### src/rtl/config_stream_loader.sv
// rtl/config_stream_loader.sv - serializes configuration words into a config_tile shift chain
// Accepts words over valid/ready, shifts CHAIN_LEN bits LSB-first with cen, then pulses cset.
module config_stream_loader #(
  parameter int WORD_W    = 32,
  parameter int CHAIN_LEN = 1164,
  parameter int CNT_W     = $clog2(CHAIN_LEN + 1)
) (
  input  logic              clk,
  input  logic              rst,
  input  logic              start,
  input  logic [WORD_W-1:0] data_in,
  input  logic              data_valid,
  output logic              data_ready,
  output logic              cen,
  output logic              cfg_shift,
  output logic              cset,
  output logic              busy,
  output logic              done
);

  localparam int WL_W = $clog2(WORD_W + 1);

  localparam logic [2:0] S_IDLE  = 3'd0;
  localparam logic [2:0] S_WAIT  = 3'd1;
  localparam logic [2:0] S_SHIFT = 3'd2;
  localparam logic [2:0] S_SET   = 3'd3;
  localparam logic [2:0] S_DONE  = 3'd4;

  logic [2:0]        state_q, state_d;
  logic [CNT_W-1:0]  bits_left_q, bits_left_d;
  logic [WL_W-1:0]   word_left_q, word_left_d;
  logic [WORD_W-1:0] shreg_q, shreg_d;
  logic              data_ready_q, data_ready_d;
  logic              cen_q, cen_d;
  logic              cfg_shift_q, cfg_shift_d;
  logic              cset_q, cset_d;
  logic              busy_q, busy_d;
  logic              done_q, done_d;

  always_comb begin
    state_d     = state_q;
    bits_left_d = bits_left_q;
    word_left_d = word_left_q;
    shreg_d     = shreg_q;
    case (state_q)
      S_IDLE: begin
        if (start) begin
          bits_left_d = CNT_W'(CHAIN_LEN);
          state_d     = S_WAIT;
        end
      end
      S_WAIT: begin
        // data_ready_q is high exactly while in S_WAIT, so valid alone completes the handshake
        if (data_valid && data_ready_q) begin
          shreg_d     = data_in;
          word_left_d = (32'(bits_left_q) >= 32'(WORD_W)) ? WL_W'(WORD_W) : WL_W'(bits_left_q);
          state_d     = S_SHIFT;
        end
      end
      S_SHIFT: begin
        shreg_d     = shreg_q >> 1;
        word_left_d = word_left_q - WL_W'(1);
        bits_left_d = bits_left_q - CNT_W'(1);
        if (word_left_q == WL_W'(1)) begin
          state_d = (bits_left_q == CNT_W'(1)) ? S_SET : S_WAIT;
        end
      end
      S_SET:   state_d = S_DONE;
      S_DONE:  state_d = S_IDLE;
      default: state_d = S_IDLE;
    endcase

    // Outputs are decoded from the next state so they register in step with it
    data_ready_d = (state_d == S_WAIT);
    cen_d        = (state_d == S_SHIFT);
    cfg_shift_d  = cen_d & shreg_d[0];
    cset_d       = (state_d == S_SET);
    busy_d       = (state_d == S_WAIT) || (state_d == S_SHIFT) || (state_d == S_SET);
    done_d       = (state_d == S_DONE);
  end

  always_ff @(posedge clk) begin
    if (rst) begin
      state_q      <= S_IDLE;
      bits_left_q  <= '0;
      word_left_q  <= '0;
      shreg_q      <= '0;
      data_ready_q <= 1'b0;
      cen_q        <= 1'b0;
      cfg_shift_q  <= 1'b0;
      cset_q       <= 1'b0;
      busy_q       <= 1'b0;
      done_q       <= 1'b0;
    end else begin
      state_q      <= state_d;
      bits_left_q  <= bits_left_d;
      word_left_q  <= word_left_d;
      shreg_q      <= shreg_d;
      data_ready_q <= data_ready_d;
      cen_q        <= cen_d;
      cfg_shift_q  <= cfg_shift_d;
      cset_q       <= cset_d;
      busy_q       <= busy_d;
      done_q       <= done_d;
    end
  end

  assign data_ready = data_ready_q;
  assign cen        = cen_q;
  assign cfg_shift  = cfg_shift_q;
  assign cset       = cset_q;
  assign busy       = busy_q;
  assign done       = done_q;

endmodule

### config.mk
export PLATFORM = sky130hd
export DESIGN_NAME = config_stream_loader
export DESIGN_NICKNAME = d
export VERILOG_FILES = /design/src/rtl/config_stream_loader.sv
export SDC_FILE = /design/constraint.sdc
export NUM_CORES = 1
export LEC_CHECK = 0
export CORE_MARGIN = 4
export CORE_UTILIZATION = 40
export CTS_CLUSTER_DIAMETER = 50
export DETAILED_ROUTE_END_ITERATION = 12
export PLACE_DENSITY = 0.65
export SYNTH_ARGS = -nofsm -noshare
export SYNTH_HDL_FRONTEND = slang
export SYNTH_SLANG_ARGS = --single-unit
### constraint.sdc
create_clock -name clk -period 2.1 [get_ports clk]
set_input_delay 0.42 -clock clk [delete_from_list [all_inputs] [get_ports clk]]
set_output_delay 0.42 -clock clk [all_outputs]
set_load 0.005 [all_outputs]
==> results.cfg <==
[setup_path]
worstSetupPathType = flip-flop to flip-flop
worst-endpoint-required_ns = 2.35
path_common_cell = buf_12
cp_slowest_stage_delay_ns = 0.55
end_kind = flip-flop
reg2reg_from = state_q[2]
cp-startpoint = state_q[2]
cp.arrival_ns = 2.11
cp_slowest_cell = dfxtp_1
worstSetupStartpointType = flip-flop
path_cells = nor3b_2, buf_4, buf_12, a21oi_2, buf_12, nand2_1, a211oi_1
critical_path.max_fanout = 31

[power_and_ir_drop]
vdd_drop_max_v = 0.0004416
powerDensity_nw_per_um2 = 796.7
leakage_nw = 1.080

[final_layout]
insertedDiodeCount = 0
fin_nets = 367
syn_to_final_growth_pct = 29.90
n_fill_cell = 561
final_cell_area_um2 = 3223
layout-drive-gt1-share = 0.1024

[route]
wl_per_cell_um = 14.32
drtAntennaViolNets = 0
post_drt_via_cell_ratio = 5.467
finalWirelength_mm = 5.830
drc = 0
drt-initial-drc-count = 80
drt-pass1-iter-count = 5
vias = 2225

[placed_design]
dpl_worst_slack_ns = 0.02483
dp_hpwl_mm = 3.956
place.gp.congestion = 0.7689
dpl_cell_area_um2 = 3003
portBuffers = 41

[clock_tree]
h-tree-depth = 3
post_cts_resize_count = 0
cts_buffer_depth = 2
cts_tree = done
clockRootBuffer = clkbuf_8
numCtsBuffers = 9
insertion_delay_ns = 0.33
post-cts-setup-buffer-count = 0
clkTransAtPathRegs_ns = 0.07
hold_buffers = 0
clock_sinks = 58

[logic_synthesis]
synthMuxAreaShare = 0.009077
synth_fp_nets = 329
synth.distinct_cells = 44
ys_seq_elements = 58
synth_compound_area_frac = 0.2511
ys_seq_area_frac = 0.4680
syn_area_um2 = 2481
synthAdderAreaFrac = 0.02017
yosys.area_share.simple = 0.1962
synth-warning-count = 0
synth_edf_count = 0
async_flop_share = 0
synth_top_family_by_area = compound AO/OA/AOI/OAI gates
synth_flop_cell = dfxtp_1
syn_inst = 289
syn_area_per_cell_um2 = 8.585
synth_xor_area_frac = 0.007060

[sta]
period_needed_ns = 1.852
timing.final.ws_setup_ns = 0.2482
finalHoldViolations = 0
finalSetupTns_ns = 0
fmax_mhz = 540.0
drv_slew = 0
rsz0062_at_grt = false
slew_headroom = 0.5950
finalSetupViolations = 0
worstMarginPinSlew_ns = 0.6012
finalCritPeriodShare = 0.8818
fin_worst_skew_ns = 0.006270

[global_route]
grt_antenna_before_repair = 0
grt_util_all_layers = 0.1625
overflow = 0
grt_pass1_wl_mm = 9.646
grt_pass1_vias = 2058
grt_max_degree = 34

[job]
maxCapViolCount = 0

[floorplan]
start_util = 0.4166
rows = 28
dieArea_um2 = 7527
core-area_um2 = 5956
die_w_um = 86.76
die_y_um = 86.76
io-pin-count = 42

[min_path]
min_from = shreg_q[4]
min-delay-path-class = flip-flop to flip-flop

[run_status]
outcome = completed
## stage by stage
| step | total power [mW] | hold slack (ns) | util | std cells |
|---|---|---|---|---|
| after floorplan | 1.316 | 0.4368 | - | 289 |
| after global placement | 1.440 | 0.4416 | 0.5042 | 391 |
| after detailed placement | 1.443 | 0.4491 | 0.5042 | 391 |
| after CTS | 2.595 | 0.4592 | 0.5412 | 407 |
| after global routing | 2.676 | 0.4725 | 0.5412 | 407 |
| final | 2.568 | 0.4560 | 0.5412 | 407 |
## where the power goes
group	switching, mW	leakage [nW]	internal, mW
sequential	0.0318	0.470	1.14
combinational	0.119	0.506	0.131
clock	0.448	0.103	0.701
total	0.599	1.08	1.97
## worst max-delay path, delay by kind of cell, from the launching register on
family | cells | cell delay [ns]
simple gates | 2 | 0.21
compound gates | 2 | 0.40
flops | 1 | 0.55
buf+inv | 3 | 0.59
## area by class of cell
| cell class | count | area, µm² | area share |
|---|---|---|---|
| multi-input cells | 204 | 1214 | 0.3766 |
| flip-flops and latches | 58 | 1161 | 0.3602 |
| clock buffers | 12 | 145.1 | 0.04503 |
| well taps | 75 | 93.84 | 0.02911 |
| repair buffers | 49 | 515.5 | 0.1599 |
| inverters | 5 | 18.77 | 0.005823 |
| clock inverters | 4 | 75.07 | 0.02329 |
## synthesized netlist by cell type (2+ instances only)
cell	instances	area, µm²
a211oi_1	4	30.03
a21oi_1	46	230.2
a22oi_1	31	232.7
a31oi_1	4	25.02
and4_1	3	26.28
buf_2	3	15.01
buf_6	2	22.52
clkbuf_1	17	63.81
dfxtp_1	58	1161
ha_1	4	50.05
inv_1	5	18.77
mux2_2	2	22.52
nand2_1	41	153.9
nand3_1	5	25.02
nand3b_1	2	15.01
nor2_1	16	60.06
nor3_1	8	40.04
nor4b_1	2	17.52
o21ai_0	3	15.01
o311ai_0	2	17.52
o31ai_1	2	15.01
or2_2	2	12.51
or3_1	3	18.77
or4_1	4	30.03
## layout by cell type (no fill, tap or decap), drive strengths merged, types with 2 or more instances in the layout
| cell type | count |
|---|---|
| a211oi | 4 |
| a21oi | 46 |
| a22oi | 31 |
| a31oi | 4 |
| and4 | 3 |
| buf | 9 |
| bufinv | 2 |
| clkbuf | 12 |
| clkdlybuf4s50 | 40 |
| clkinvlp | 2 |
| dfxtp | 58 |
| ha | 4 |
| inv | 5 |
| mux2 | 2 |
| nand2 | 41 |
| nand3 | 5 |
| nand3b | 2 |
| nor2 | 16 |
| nor3 | 8 |
| nor4b | 2 |
| o21ai | 3 |
| o311ai | 2 |
| o31ai | 2 |
| or2 | 3 |
| or3 | 3 |
| or4 | 5 |
## flip-flops by register name (all words and copies together) (netlist names)
register and count:
cfg_shift 1, cset 1, busy 1, done 1, bits_left_q 11, data_ready 1
shreg_q 32, word_left_q 6, state_q 3, cen 1
## final timing paths
| path | endpoint | slack, ns | depth (start not counted) |
|---|---|---|---|
| min | shreg_q[4] | 0.46 | 2 |
| max reg2reg | cfg_shift | 0.25 | 7 |
| max | cfg_shift | 0.25 | 7 |
| min reg2reg | shreg_q[4] | 0.46 | 2 |
## cell families (layout without fill, tap and decap cells)
group           after synthesis  count (layout)
flops                        58              58
mux                           2               2
fa+ha+maj                     4               4
xor+xnor                      2               2
simple gates                 97              97
compound gates               99              99
buf+inv                      27              70
## routing by layer
| metal | share of wire | global-route usage |
|---|---|---|
| met1 | 0.46 | 0.2087 |
| met4 | 0.012 | 0.06657 |
| met2 | 0.48 | 0.2524 |
| met5 | 0 | 0 |
| met3 | 0.051 | 0.05133 |
Note: power is estimated with default switching activity, not from simulation.
